### src/rtl/vector_minmax_pipe.sv
// Pipelined vector min/max (signed/unsigned, SEW 8..64) with valid/ready flow control.
// Optional reduction mode (redop port, one extra latency stage) when VMINMAX_REDUCTION_EN is defined.
module vector_minmax_pipe #(
    parameter int VLEN   = 128,
    parameter int STAGES = 2
) (
    input  logic            clock,
    input  logic            reset_n,
    input  logic            in_valid,
    output logic            in_ready,
    input  logic [1:0]      op,
    input  logic [1:0]      sew,
`ifdef VMINMAX_REDUCTION_EN
    input  logic            redop,
`endif
    input  logic [VLEN-1:0] vs2,
    input  logic [VLEN-1:0] vs1,
    output logic            out_valid,
    input  logic            out_ready,
    output logic [VLEN-1:0] vd
);

`ifdef VMINMAX_REDUCTION_EN
    localparam int LAT = STAGES + 1;
`else
    localparam int LAT = STAGES;
`endif
    // One operand-capture stage when LAT >= 2, the rest carry results; vd is the last result stage.
    localparam int NR = (LAT >= 2) ? LAT - 1 : 1;

    // Returns a (vs2 element) or b (vs1 element); b wins only on a strict compare, so ties give a.
    function automatic logic [63:0] elem_pick(input logic [1:0] f, input logic [63:0] a,
                                              input logic [63:0] b, input int w);
        logic [63:0] m, ea, eb;
        logic [64:0] ka, kb;
        logic        b_wins;
        m  = ~64'd0 << w;
        ea = (f[0] && a[w-1]) ? (a | m) : a;
        eb = (f[0] && b[w-1]) ? (b | m) : b;
        ka = {f[0] & ea[63], ea};
        kb = {f[0] & eb[63], eb};
        b_wins = f[1] ? ($signed(kb) > $signed(ka)) : ($signed(kb) < $signed(ka));
        return b_wins ? b : a;
    endfunction

    function automatic logic [VLEN-1:0] elementwise(input logic [1:0] f, input logic [1:0] s,
                                                    input logic [VLEN-1:0] a, input logic [VLEN-1:0] b);
        logic [VLEN-1:0] r;
        logic [63:0]     t;
        r = '0;
        t = '0;
        case (s)
            2'b00: for (int i = 0; i < VLEN/8; i++) begin
                t = elem_pick(f, 64'(a[i*8 +: 8]), 64'(b[i*8 +: 8]), 8);
                r[i*8 +: 8] = t[7:0];
            end
            2'b01: for (int i = 0; i < VLEN/16; i++) begin
                t = elem_pick(f, 64'(a[i*16 +: 16]), 64'(b[i*16 +: 16]), 16);
                r[i*16 +: 16] = t[15:0];
            end
            2'b10: for (int i = 0; i < VLEN/32; i++) begin
                t = elem_pick(f, 64'(a[i*32 +: 32]), 64'(b[i*32 +: 32]), 32);
                r[i*32 +: 32] = t[31:0];
            end
            default: for (int i = 0; i < VLEN/64; i++) begin
                r[i*64 +: 64] = elem_pick(f, a[i*64 +: 64], b[i*64 +: 64], 64);
            end
        endcase
        return r;
    endfunction

`ifdef VMINMAX_REDUCTION_EN
    // Folds every vs2 element into vs1 element 0; upper result elements stay zero.
    function automatic logic [VLEN-1:0] reduce(input logic [1:0] f, input logic [1:0] s,
                                               input logic [VLEN-1:0] a, input logic [VLEN-1:0] b);
        logic [VLEN-1:0] r;
        logic [63:0]     acc;
        r = '0;
        case (s)
            2'b00: begin
                acc = 64'(b[7:0]);
                for (int i = 0; i < VLEN/8; i++) acc = elem_pick(f, acc, 64'(a[i*8 +: 8]), 8);
                r[7:0] = acc[7:0];
            end
            2'b01: begin
                acc = 64'(b[15:0]);
                for (int i = 0; i < VLEN/16; i++) acc = elem_pick(f, acc, 64'(a[i*16 +: 16]), 16);
                r[15:0] = acc[15:0];
            end
            2'b10: begin
                acc = 64'(b[31:0]);
                for (int i = 0; i < VLEN/32; i++) acc = elem_pick(f, acc, 64'(a[i*32 +: 32]), 32);
                r[31:0] = acc[31:0];
            end
            default: begin
                acc = b[63:0];
                for (int i = 0; i < VLEN/64; i++) acc = elem_pick(f, acc, a[i*64 +: 64], 64);
                r[63:0] = acc;
            end
        endcase
        return r;
    endfunction
`endif

    // Handshake: a transfer occurs on a rising edge where valid and ready are both 1; the whole
    // pipeline advances together whenever the output register is empty or being drained.
    logic adv;
    assign in_ready = !out_valid || out_ready;
    assign adv      = in_ready;

    logic            src_valid;
    logic [1:0]      src_op, src_sew;
    logic [VLEN-1:0] src_a, src_b;
`ifdef VMINMAX_REDUCTION_EN
    logic            src_red;
`endif

    generate
        if (LAT >= 2) begin : g_cap
            logic            cap_v;
            logic [1:0]      cap_op, cap_sew;
            logic [VLEN-1:0] cap_a, cap_b;
`ifdef VMINMAX_REDUCTION_EN
            logic            cap_red;
            always_ff @(posedge clock or negedge reset_n) begin
                if (!reset_n)               cap_red <= 1'b0;
                else if (adv && in_valid)   cap_red <= redop;
            end
            assign src_red = cap_red;
`endif
            always_ff @(posedge clock or negedge reset_n) begin
                if (!reset_n) begin
                    cap_v   <= 1'b0;
                    cap_op  <= '0;
                    cap_sew <= '0;
                    cap_a   <= '0;
                    cap_b   <= '0;
                end else if (adv) begin
                    cap_v <= in_valid;
                    if (in_valid) begin
                        cap_op  <= op;
                        cap_sew <= sew;
                        cap_a   <= vs2;
                        cap_b   <= vs1;
                    end
                end
            end
            assign src_valid = cap_v;
            assign src_op    = cap_op;
            assign src_sew   = cap_sew;
            assign src_a     = cap_a;
            assign src_b     = cap_b;
        end else begin : g_nocap
            assign src_valid = in_valid;
            assign src_op    = op;
            assign src_sew   = sew;
            assign src_a     = vs2;
            assign src_b     = vs1;
`ifdef VMINMAX_REDUCTION_EN
            assign src_red   = redop;
`endif
        end
    endgenerate

    logic [VLEN-1:0] res;
`ifdef VMINMAX_REDUCTION_EN
    assign res = src_red ? reduce(src_op, src_sew, src_a, src_b)
                         : elementwise(src_op, src_sew, src_a, src_b);
`else
    assign res = elementwise(src_op, src_sew, src_a, src_b);
`endif

    // Result stages load data only behind a valid entry, so bubbles leave vd untouched.
    logic [NR-1:0]   rv_q;
    logic [VLEN-1:0] rd_q [NR];

    always_ff @(posedge clock or negedge reset_n) begin
        if (!reset_n) begin
            rv_q <= '0;
            for (int k = 0; k < NR; k++) rd_q[k] <= '0;
        end else if (adv) begin
            rv_q[0] <= src_valid;
            if (src_valid) rd_q[0] <= res;
            for (int k = 1; k < NR; k++) begin
                rv_q[k] <= rv_q[k-1];
                if (rv_q[k-1]) rd_q[k] <= rd_q[k-1];
            end
        end
    end

    assign out_valid = rv_q[NR-1];
    assign vd        = rd_q[NR-1];

endmodule
### config.mk
export PLATFORM = sky130hd
export DESIGN_NAME = vector_minmax_pipe
export DESIGN_NICKNAME = d
export VERILOG_FILES = /design/src/rtl/vector_minmax_pipe.sv
export SDC_FILE = /design/constraint.sdc
export NUM_CORES = 1
export LEC_CHECK = 0
export CELL_PAD_IN_SITES_DETAIL_PLACEMENT = 0
export CELL_PAD_IN_SITES_GLOBAL_PLACEMENT = 1
export CORE_ASPECT_RATIO = 0.9
export CORE_UTILIZATION = 30
export CTS_CLUSTER_SIZE = 10
export DETAILED_ROUTE_END_ITERATION = 8
export GPL_TIMING_DRIVEN = 0
export HOLD_SLACK_MARGIN = 0.02
export PLACE_DENSITY_LB_ADDON = 0.1
export REMOVE_ABC_BUFFERS = 1
export SLEW_MARGIN = 20
export SYNTH_ARGS = -nofsm -noshare
export SYNTH_HDL_FRONTEND = slang
export SYNTH_SLANG_ARGS = --single-unit
### constraint.sdc
create_clock -name clock -period 4.7 [get_ports clock]
set_clock_uncertainty 0.05 [all_clocks]
set_input_delay 0.47 -clock clock [delete_from_list [all_inputs] [get_ports clock]]
set_output_delay 0.47 -clock clock [all_outputs]
set_load 0.05 [all_outputs]
==> results.sh, run 1 <==
export IMPL_syn_to_final_growth_pct=31.8
export IMPL_drc_errors=0
export IMPL_syn_cell_area_um2=21700
export IMPL_track_usage=0.186
export IMPL_antenna_found_initial=15
export IMPL_yosys_area_top_type="dfrtp_1"
export IMPL_vdd_drop_max_mv=0.331
export IMPL_die_h_um=257
export IMPL_drv_slew=0
export IMPL_fmax_mhz=229
export IMPL_critPathCaptureType="register"
export IMPL_pre_cts_ws_ns=0.0131
export IMPL_die_x_um=286
export IMPL_hold_path_class="primary input to async pin"
export IMPL_postRouteAntennaNets=0
export IMPL_synth_top_area_frac=0.449
export IMPL_async_reset_ff_frac=1.00
export IMPL_cp_max_fo=17
export IMPL_ios=394
export IMPL_crit_type="register to register"
export IMPL_start_util=0.304
export IMPL_wl_um=68500
export IMPL_cp_slowest_cell="dfrtp_2"
export IMPL_clock_latency_ns=0.59
export IMPL_grt_pass1_vias=17700
export IMPL_globalplace_congestion=0.792
export IMPL_post_dp_cell_area_um2=27000
export IMPL_grtUsageMet3=0.0456
export IMPL_status="finished clean"
export IMPL_cp_slowest_stage_delay_ns=0.66
export IMPL_synth_most_common_cell="dfrtp_1"
export IMPL_overflow=0
export IMPL_synth_ff_type="dfrtp_1"
export IMPL_cp_required_ns=5.11
export IMPL_use_met2=0.290
export IMPL_cap_viol_max_count=0
export IMPL_synth_ff_latch_count=390
export IMPL_fin_nets=2885
export IMPL_vias=17100
export IMPL_yosys_top_cells_area="dfrtp_1 45%, mux2_2 14%, ha_1 9.3%"
export IMPL_cts_max_level=2
export IMPL_dr_pass1_iters=6
export IMPL_worstMarginPinSlew_ns=1.01
export IMPL_hold_viol_final=0
export IMPL_min_period_ns=4.36
export IMPL_cts_path_max_buffers=3
export IMPL_pwr_density_cell_nw_per_um2=571
export IMPL_synth_common_cells="390 x dfrtp_1, 266 x mux2_2, 168 x inv_1"
export IMPL_synth_edff_count=0
export IMPL_leakagePower_nw=12.4
export IMPL_grt_max_degree=92
export IMPL_top_usage_layer="met2"
export IMPL_synth_seq_area_share=0.449
export IMPL_numPortBuffers=393
export IMPL_synthCells=2079
export IMPL_clk_pin_slew_ns=0.06
export IMPL_design_die_area_um2=73500
export IMPL_cts_made_buffers=49
export IMPL_setup_viol_count_final=0
export IMPL_avgSynthCellArea_um2=10.5
export IMPL_numClockSinks=390
export IMPL_setup_ws_ns=0.340
export IMPL_drt_iter0_drc=840
export IMPL_drive_gt1_frac=0.161
export IMPL_grt_use_met1=0.255
export IMPL_grt_setup_unrepaired="no"
export IMPL_start_kind="register"
export IMPL_synth_cell_types=86
export IMPL_path_cells="nand2_1, ha_1, nand4_2, nor4_4, nand2_2, nor2_1, and4b_4, nor3_4, mux2i_4, or3_1, a31oi_1, a21oi_1"
export IMPL_ys_warn_count=0
export IMPL_design_area_um2=28600
export IMPL_crit_arrival_ns=4.77
export IMPL_post_route_period_util=0.928
export IMPL_cts_tree="yes"
export IMPL_hpwl_um=49100
export IMPL_wire_per_inst_um=19.9
export IMPL_slew_headroom=0.325
export IMPL_rows=93
export IMPL_grt_pass1_wl_um=106000
export IMPL_clock_tree_root_cell="clkbuf_16"
export IMPL_coreArea_um2=71600
export IMPL_nFillCells=7016
export IMPL_avgViaCountPerCell=4.97
==> sequential cells by signal (all words and copies together), names as in the netlist <==
register,flops
out_valid,1
g_cap.cap_op,2
g_cap.cap_v,1
g_cap.cap_a,128
g_cap.cap_b,128
vd,128
g_cap.cap_sew,2
==> cells by family (layout without fill, tap and decap cells) <==
logic type,count (synthesis),count (layout),synth area share
compound gates,444,444,0.134
flops,390,390,0.449
buf+inv,257,662,0.0455
xor+xnor,1,1,0.000403
mux,330,330,0.168
fa+ha+maj,162,162,0.0933
simple gates,495,495,0.110
other cells,0,6,0
==> stage by stage <==
stage	hold slack (ns)	setup TNS, ns	utilization	power (W)	instances
after global routing	0.401	0	0.400	0.0174	3438
after floorplan	0.124	-759.29	-	0.00999	1990
final	0.380	0	0.400	0.0164	3440
after detailed placement	0.416	0	0.377	0.0127	3351
after global placement	0.412	-8018.68	0.370	0.0128	3333
after CTS	0.368	0	0.398	0.0165	3428
==> layer usage <==
metal,part of all wire,routed length (µm)
met5,0.0015,102
met4,0.022,1470
met2,0.45,30800
met1,0.47,32300
met3,0.056,3840
==> worst max-delay path: cells and delay by family (launching register included) <==
kind	cells	cell delay, ns
simple gates	8	2.34
flops	1	0.66
fa+ha+maj	1	0.57
compound gates	2	0.36
mux	1	0.26
==> final timing paths <==
check	startpoint	slack, ns	to	cells past startpoint
hold reg to reg	vd[25]	0.42	vd[25]	2
setup / recovery	g_cap.cap_op[0]	0.34	vd[98]	12
min in group clock	vd[25]	0.42	vd[25]	2
setup reg to reg	g_cap.cap_op[0]	0.34	vd[98]	12
hold / removal	reset_n	0.38	vd[106]	2
max in group asynchronous	reset_n	2.91	g_cap.cap_b[13]	4
==> final cells by class <==
| cell class | instances | area [µm²] | share of cell area |
|---|---|---|---|
| flip-flops and latches | 390 | 9760 | 0.341 |
| repair buffers | 418 | 4510 | 0.157 |
| clock buffers | 70 | 1430 | 0.0498 |
| clock inverters | 6 | 65.1 | 0.00227 |
| well taps | 950 | 1190 | 0.0415 |
| diodes | 6 | 15.0 | 0.000524 |
| multi-input cells | 1432 | 11000 | 0.386 |
| inverters | 168 | 631 | 0.0220 |
==> power breakdown <==
part	switching (W)	leakage, nW	internal (W)	total, W
combinational	0.00477	7.16	0.00299	0.00776
clock	0.00151	0.730	0.00213	0.00364
sequential	0.000681	4.55	0.00429	0.00497
==> timing repair <==
action,CTS,global route
setup endpoints to repair,7,102
gates resized for setup,1,5
setup buffers,0,6
endpoints found under the hold margin,60,0
hold buffers,1,0
pin swaps,0,6
==> layout by cell type (no fill, tap or decap), types with 58 or more instances in the layout <==
master,synthesis,final
mux2i_1,58,58
nor2_1,138,138
mux2_2,266,266
o21ai_0,109,109
nand3_1,67,66
ha_1,162,162
inv_1,168,167
nand2_1,147,145
clkdlybuf4s50_1,0,392
a21oi_1,126,126
dfrtp_1,390,388
Power figures use the tool's default switching activity.
==> run 2, diff against run 1 <==
--- a/config.mk
+++ b/config.mk
@@ -5,11 +5,12 @@
 export SDC_FILE = /design/constraint.sdc
 export NUM_CORES = 1
 export LEC_CHECK = 0
+export ABC_CLOCK_PERIOD_IN_PS = 4700
 export CELL_PAD_IN_SITES_DETAIL_PLACEMENT = 0
 export CELL_PAD_IN_SITES_GLOBAL_PLACEMENT = 1
 export CORE_ASPECT_RATIO = 0.9
 export CORE_UTILIZATION = 30
-export CTS_CLUSTER_SIZE = 10
+export CTS_CLUSTER_SIZE = 12
 export DETAILED_ROUTE_END_ITERATION = 8
 export GPL_TIMING_DRIVEN = 0
 export HOLD_SLACK_MARGIN = 0.02
==> run 2 against run 1 <==
Sequential cell count unchanged. Cell area up 0.37%. Clock-buffer cell count up 3. Critical path type unchanged. Largest power group unchanged.
==> results.sh, run 2 (synthesis results as in run 1) <==
export IMPL_cp_slowest_stage_delay_ns=0.68
export IMPL_fmax_mhz=231
export IMPL_finalSetupTns_ns=0
export IMPL_drv_slew=0
export IMPL_crit_family="simple AND/OR/NAND/NOR gates"
export IMPL_fin_nets=2888
export IMPL_cap_viol_max_count=0
export IMPL_crit_buf_inv=0
export IMPL_path_cells="nand2_1, ha_1, nand4_2, nor4_4, nand2_2, nor2_1, and4b_4, nor3_4, mux2i_4, or3_1, a31oi_1, a21oi_1"
export IMPL_start_util=0.304
export IMPL_numPortBuffers=393
export IMPL_syn_to_final_growth_pct=32.3
export IMPL_worstMarginPinSlew_ns=0.997
export IMPL_drc_errors=0
export IMPL_final_common_cell="clkdlybuf4s50_1"
export IMPL_cts_made_buffers=48
export IMPL_wl_um=68500
export IMPL_clk_pin_slew_ns=0.06
export IMPL_cp_required_ns=5.11
export IMPL_cp_max_fo=17
export IMPL_status="finished clean"
export IMPL_hold_path_class="primary input to async pin"
export IMPL_drive_gt1_frac=0.165
export IMPL_cts_path_max_buffers=3
export IMPL_crit_type="register to register"
export IMPL_grt_setup_unrepaired="no"
export IMPL_holdWs_ns=0.398
export IMPL_die_x_um=286
export IMPL_vias=17000
export IMPL_crit_arrival_ns=4.74
export IMPL_dr_pass1_iters=7
export IMPL_leakagePower_nw=12.5
export IMPL_grt_pass1_vias=17800
export IMPL_numClockSinks=390
export IMPL_rows=93
export IMPL_clock_tree_root_cell="clkbuf_16"
export IMPL_p_total_w=0.0165
export IMPL_ios=394
export IMPL_cts_max_level=2
export IMPL_wire_per_inst_um=19.9
export IMPL_overflow=0
export IMPL_antenna_found_initial=14
export IMPL_cts_tree="yes"
export IMPL_final_cell_mix="392 x clkdlybuf4s50_1, 388 x dfrtp_1, 266 x mux2_2"
export IMPL_pwr_density_cell_nw_per_um2=575
export IMPL_grt_pass1_wl_um=106000
export IMPL_design_die_area_um2=73500
export IMPL_critPathCaptureType="register"
export IMPL_clock_latency_ns=0.58
export IMPL_slew_headroom=0.335
export IMPL_min_period_ns=4.33
export IMPL_die_h_um=257
export IMPL_setup_ws_ns=0.367
export IMPL_vdd_drop_max_mv=0.369
export IMPL_coreArea_um2=71600
export IMPL_post_route_period_util=0.922
export IMPL_hold_viol_final=0
export IMPL_globalplace_congestion=0.792
export IMPL_start_kind="register"
export IMPL_avgViaCountPerCell=4.94
export IMPL_drt_iter0_drc=933
export IMPL_postRouteAntennaNets=0
export IMPL_setup_viol_count_final=0
export IMPL_grt_max_degree=92
export IMPL_utilization=0.402
export IMPL_pre_cts_ws_ns=0.0131
export IMPL_hpwl_um=49100
export IMPL_cp_slowest_cell="dfrtp_2"
export IMPL_track_usage=0.186
[run 2: changes by cell type in the layout (fill, tap and decap cells not counted), moves of 2 or more]
cell,change
clkbuf_1,-2
clkinv_2,+2
buf_4,+5
clkbuf_8,+7
inv_6,-2
bufinv_16,+2
clkbuf_16,-2
[run 2: path summary, 6_finish.rpt]
kind	slack, ns	endpoint	start	depth (start not counted)
worst max-delay path	0.37	vd[102]	g_cap.cap_op[0]	12
worst min-delay path	0.40	vd[106]	reset_n	2
worst max register to register	0.37	vd[102]	g_cap.cap_op[0]	12
worst min register to register	0.43	vd[25]	vd[25]	2
max in group asynchronous	2.92	vd[13]	reset_n	4
min in group clock	0.43	vd[25]	vd[25]	2
[run 2: routing by layer]
| metal | vias to the layer above | part of all wire | track usage |
|---|---|---|---|
| li1 | 8223 | - | - |
| met1 | 8333 | 0.46 | 0.253 |
| met2 | 379 | 0.45 | 0.292 |
| met3 | 98 | 0.061 | 0.0480 |
| met4 | 16 | 0.021 | 0.0452 |
| met5 | - | 0.0015 | 0 |
[run 2: layout make-up]
cell class | instances | area, µm²
antenna | 5 | 12.5
clock buffer | 73 | 1470
clock inverter | 9 | 125
fill | 7038 | 42800
inverter | 168 | 631
multi-input combinational | 1432 | 11000
sequential | 390 | 9760
tap | 950 | 1190
timing repair buffer | 422 | 4530
[run 2: worst register-to-register path: stages (launching register included)]
cell	delay, ns
dfrtp_2	0.68
nand2_1	0.20
ha_1	0.56
nand4_2	0.23
nor4_4	0.50
nand2_2	0.16
nor2_1	0.28
and4b_4	0.34
nor3_4	0.07
mux2i_4	0.25
or3_1	0.55
a31oi_1	0.26
a21oi_1	0.09
[run 2: power by group]
part           switching, W  internal [W]  total, W
sequential         0.000682       0.00429   0.00497
combinational       0.00477       0.00299   0.00777
clock               0.00150       0.00229   0.00379
total               0.00695       0.00957    0.0165
[run 2: what timing repair did]
| item | CTS | global route |
|---|---|---|
| gates resized for setup | 1 | 4 |
| setup buffers | 0 | 10 |
| pin swaps | 0 | 6 |
| endpoints found under the setup margin | 7 | 100 |
| hold buffers | 1 | 0 |
| endpoints found under the hold margin | 60 | 0 |
[run 2: through the flow]
stage	std cells	cell area, µm²
final	3449	28800
after global routing	3447	28700
after CTS	3434	28600
after detailed placement	3351	27000
after global placement	3333	26500
after floorplan	1990	21400
==> run 3, diff against run 2 <==
--- a/config.mk
+++ b/config.mk
@@ -5,10 +5,12 @@
 export SDC_FILE = /design/constraint.sdc
 export NUM_CORES = 1
 export LEC_CHECK = 0
+export ABC_AREA = 1
 export ABC_CLOCK_PERIOD_IN_PS = 4700
 export CELL_PAD_IN_SITES_DETAIL_PLACEMENT = 0
 export CELL_PAD_IN_SITES_GLOBAL_PLACEMENT = 1
 export CORE_ASPECT_RATIO = 0.9
+export CORE_MARGIN = 1.5
 export CORE_UTILIZATION = 30
 export CTS_CLUSTER_SIZE = 12
 export DETAILED_ROUTE_END_ITERATION = 8
==> run 3 against run 2 <==
Clock power increased by 8.2%. Synthesized area increased by 26%. Total power increased by 21%. Critical path depth increased by 7. Sequential share of layout area decreased by 6.0 points. Global-route usage increased by 3.6 points. Die area increased by 27%. Critical path type unchanged.
==> results.sh, run 3 <==
export IMPL_post_cts_buffers=0
export IMPL_utilization=0.388
export IMPL_design_die_area_um2=93200
export IMPL_numPortBuffers=393
export IMPL_wl_um=105000
export IMPL_min_period_ns=4.44
export IMPL_slew_headroom=0.274
export IMPL_pwr_density_cell_nw_per_um2=572
export IMPL_synth_most_common_cell="nand2_1"
export IMPL_globalplace_congestion=0.776
export IMPL_drive_gt1_frac=0.0451
export IMPL_critPathCaptureType="register"
export IMPL_clk_pin_slew_ns=0.06
export IMPL_vdd_drop_max_mv=0.321
export IMPL_final_common_cell="nand2_1"
export IMPL_fin_nets=4885
export IMPL_comb_power_share=0.549
export IMPL_grt_max_degree=83
export IMPL_cap_viol_max_count=0
export IMPL_die_h_um=290
export IMPL_synth_edff_count=0
export IMPL_clkPwrFrac=0.205
export IMPL_synthCells=4169
export IMPL_drv_slew=0
export IMPL_synth_common_cells="1095 x nand2_1, 707 x nor2_1, 584 x nand3_1"
export IMPL_synth_top_area_frac=0.356
export IMPL_hpwl_um=70300
export IMPL_grt_pass1_vias=27300
export IMPL_setup_viol_count_final=0
export IMPL_status="finished clean"
export IMPL_nFillCells=9816
export IMPL_leakagePower_nw=17.1
export IMPL_p_switching_w=0.00984
export IMPL_drc_errors=0
export IMPL_synth_cell_types=41
export IMPL_grt_setup_unrepaired="no"
export IMPL_die_x_um=322
export IMPL_post_route_period_util=0.945
export IMPL_clock_tree_root_cell="clkbuf_16"
export IMPL_rows=104
export IMPL_start_util=0.305
export IMPL_synth_ff_type="dfrtp_1"
export IMPL_synth_ff_latch_count=390
export IMPL_synth_seq_area_share=0.356
export IMPL_ys_warn_count=0
export IMPL_syn_to_final_growth_pct=27.5
export IMPL_fmax_mhz=225
export IMPL_crit_type="register to register"
export IMPL_swShare=0.492
export IMPL_yosys_area_top_type="dfrtp_1"
export IMPL_dr_pass1_iters=8
export IMPL_async_reset_ff_frac=1.00
export IMPL_final_cell_mix="1090 x nand2_1, 703 x nor2_1, 582 x nand3_1"
export IMPL_track_usage=0.222
export IMPL_cts_made_buffers=50
export IMPL_avgViaCountPerCell=4.86
export IMPL_avgSynthCellArea_um2=6.58
export IMPL_cts_tree="yes"
export IMPL_clock_latency_ns=0.62
export IMPL_cp_max_fo=42
export IMPL_ios=394
export IMPL_p_int_w=0.0102
export IMPL_cts_max_level=2
export IMPL_crit_arrival_ns=4.88
export IMPL_grt_pass1_wl_um=163000
export IMPL_hold_viol_final=0
export IMPL_drt_iter0_drc=1795
export IMPL_cp_required_ns=5.13
export IMPL_wire_per_inst_um=18.4
export IMPL_syn_cell_area_um2=27400
export IMPL_seq_power_share=0.246
export IMPL_cts_path_max_buffers=3
export IMPL_p_total_w=0.0200
export IMPL_hold_path_class="primary input to async pin"
export IMPL_numClockSinks=390
export IMPL_worstMarginPinSlew_ns=1.09
export IMPL_postRouteAntennaNets=0
export IMPL_overflow=0
export IMPL_start_kind="register"
export IMPL_coreArea_um2=90000
export IMPL_antenna_found_initial=12
export IMPL_yosys_top_cells_area="dfrtp_1 36%, nand2_1 15%, nand3_1 11%"
export IMPL_vias=27800
[run 3: cell types whose count changed in the layout (fill, tap and decap cells not counted), sizes merged, moves of 21 or more]
| cell | previous run | this run |
|---|---|---|
| a21oi | 126 | 386 |
| a31oi | 49 | 1 |
| and2 | 27 | 1 |
| inv | 168 | 426 |
| mux2 | 270 | 16 |
| mux2i | 60 | 0 |
| nand2 | 148 | 1113 |
| nand3 | 67 | 588 |
| nor2 | 138 | 711 |
| o211ai | 24 | 45 |
| o21ai | 120 | 45 |
[run 3: area by class of cell]
type | instances | area [µm²] | area share
sequential | 390 | 9760 | 0.279
clock inverter | 10 | 131 | 0.00376
inverter | 427 | 1610 | 0.0462
antenna | 1 | 2.50 | 0.0000716
clock buffer | 82 | 1590 | 0.0453
tap | 1219 | 1530 | 0.0436
multi-input combinational | 3154 | 15400 | 0.439
timing repair buffer | 436 | 4980 | 0.143
[run 3: kinds of logic after synthesis]
kind of cell / count (synthesis) / synth area share
flops: 390 / 0.356
fa+ha+maj: 162 / 0.0739
buf+inv: 629 / 0.0915
xor+xnor: 1 / 0.000319
simple gates: 2471 / 0.374
compound gates: 500 / 0.0974
mux: 16 / 0.00657
[run 3: final timing paths]
check / depth (start not counted) / start / slack (ns) / end
worst max-delay path: 19 / g_cap.cap_op[0] / 0.26 / vd[88]
worst min-delay path: 2 / reset_n / 0.33 / g_cap.cap_a[2]
worst max register to register: 19 / g_cap.cap_op[0] / 0.26 / vd[88]
worst min register to register: 2 / g_cap.cap_v / 0.45 / out_valid
max in group asynchronous: 4 / reset_n / 3.02 / g_cap.cap_op[0]
min in group clock: 3 / vs1[27] / 0.38 / g_cap.cap_b[27]
[run 3: power groups by stage]
stage | Combinational, W | Sequential [W] | Clock (W)
after floorplan | 0.00516 | 0.00674 | 0
after global placement | 0.0110 | 0.00502 | 0
after detailed placement | 0.0109 | 0.00497 | 0
after CTS | 0.0111 | 0.00492 | 0.00424
after global routing | 0.0121 | 0.00504 | 0.00435
final | 0.0110 | 0.00491 | 0.00410
[run 3: timing repair]
item                                    CTS  global route
gates resized for setup                   7             1
pin swaps                                 3             3
hold buffers                              1             0
endpoints found under the setup margin  112            44
gates cloned                              2             2
endpoints found under the hold margin    45             0
[run 3: stage by stage]
| step | setup TNS [ns] | instances | hold WS, ns | setup WS, ns | cell area, µm² |
|---|---|---|---|---|---|
| after floorplan | -1817.93 | 3967 | 0.124 | -5.46 | 26500 |
| after global placement | - | 5579 | 0.394 | -18.93 | 32000 |
| after detailed placement | -66.91 | 5621 | 0.388 | -0.928 | 33100 |
| after CTS | 0 | 5716 | 0.317 | 0.0748 | 34900 |
| after global routing | 0 | 5719 | 0.348 | 0.0189 | 35000 |
| final | 0 | 5719 | 0.335 | 0.256 | 35000 |
[run 3: worst max-delay path: stages, from the launching register on]
cell and delay, ns:
dfrtp_4 0.63, buf_16 0.23, nand2_1 0.09, inv_1 0.06, ha_1 0.38, nand2_1 0.11
nor2_2 0.15, nand2_2 0.11, nor3_4 0.20, inv_2 0.05, nor2_2 0.23, nand4_1 0.36
nand3_1 0.42, nand2_8 0.38, nand2_8 0.32, nand2_1 0.08, nand3_1 0.07, nand2_1 0.05
nor2_1 0.21, nor2_1 0.07
[run 3: layer usage]
layer | global-route usage | vias up | share of wire
li1 | - | 14000 | -
met1 | 0.301 | 13000 | 0.46
met2 | 0.361 | 624 | 0.46
met3 | 0.0391 | 142 | 0.056
met4 | 0.0610 | 20 | 0.026
met5 | 0 | - | 0.0012
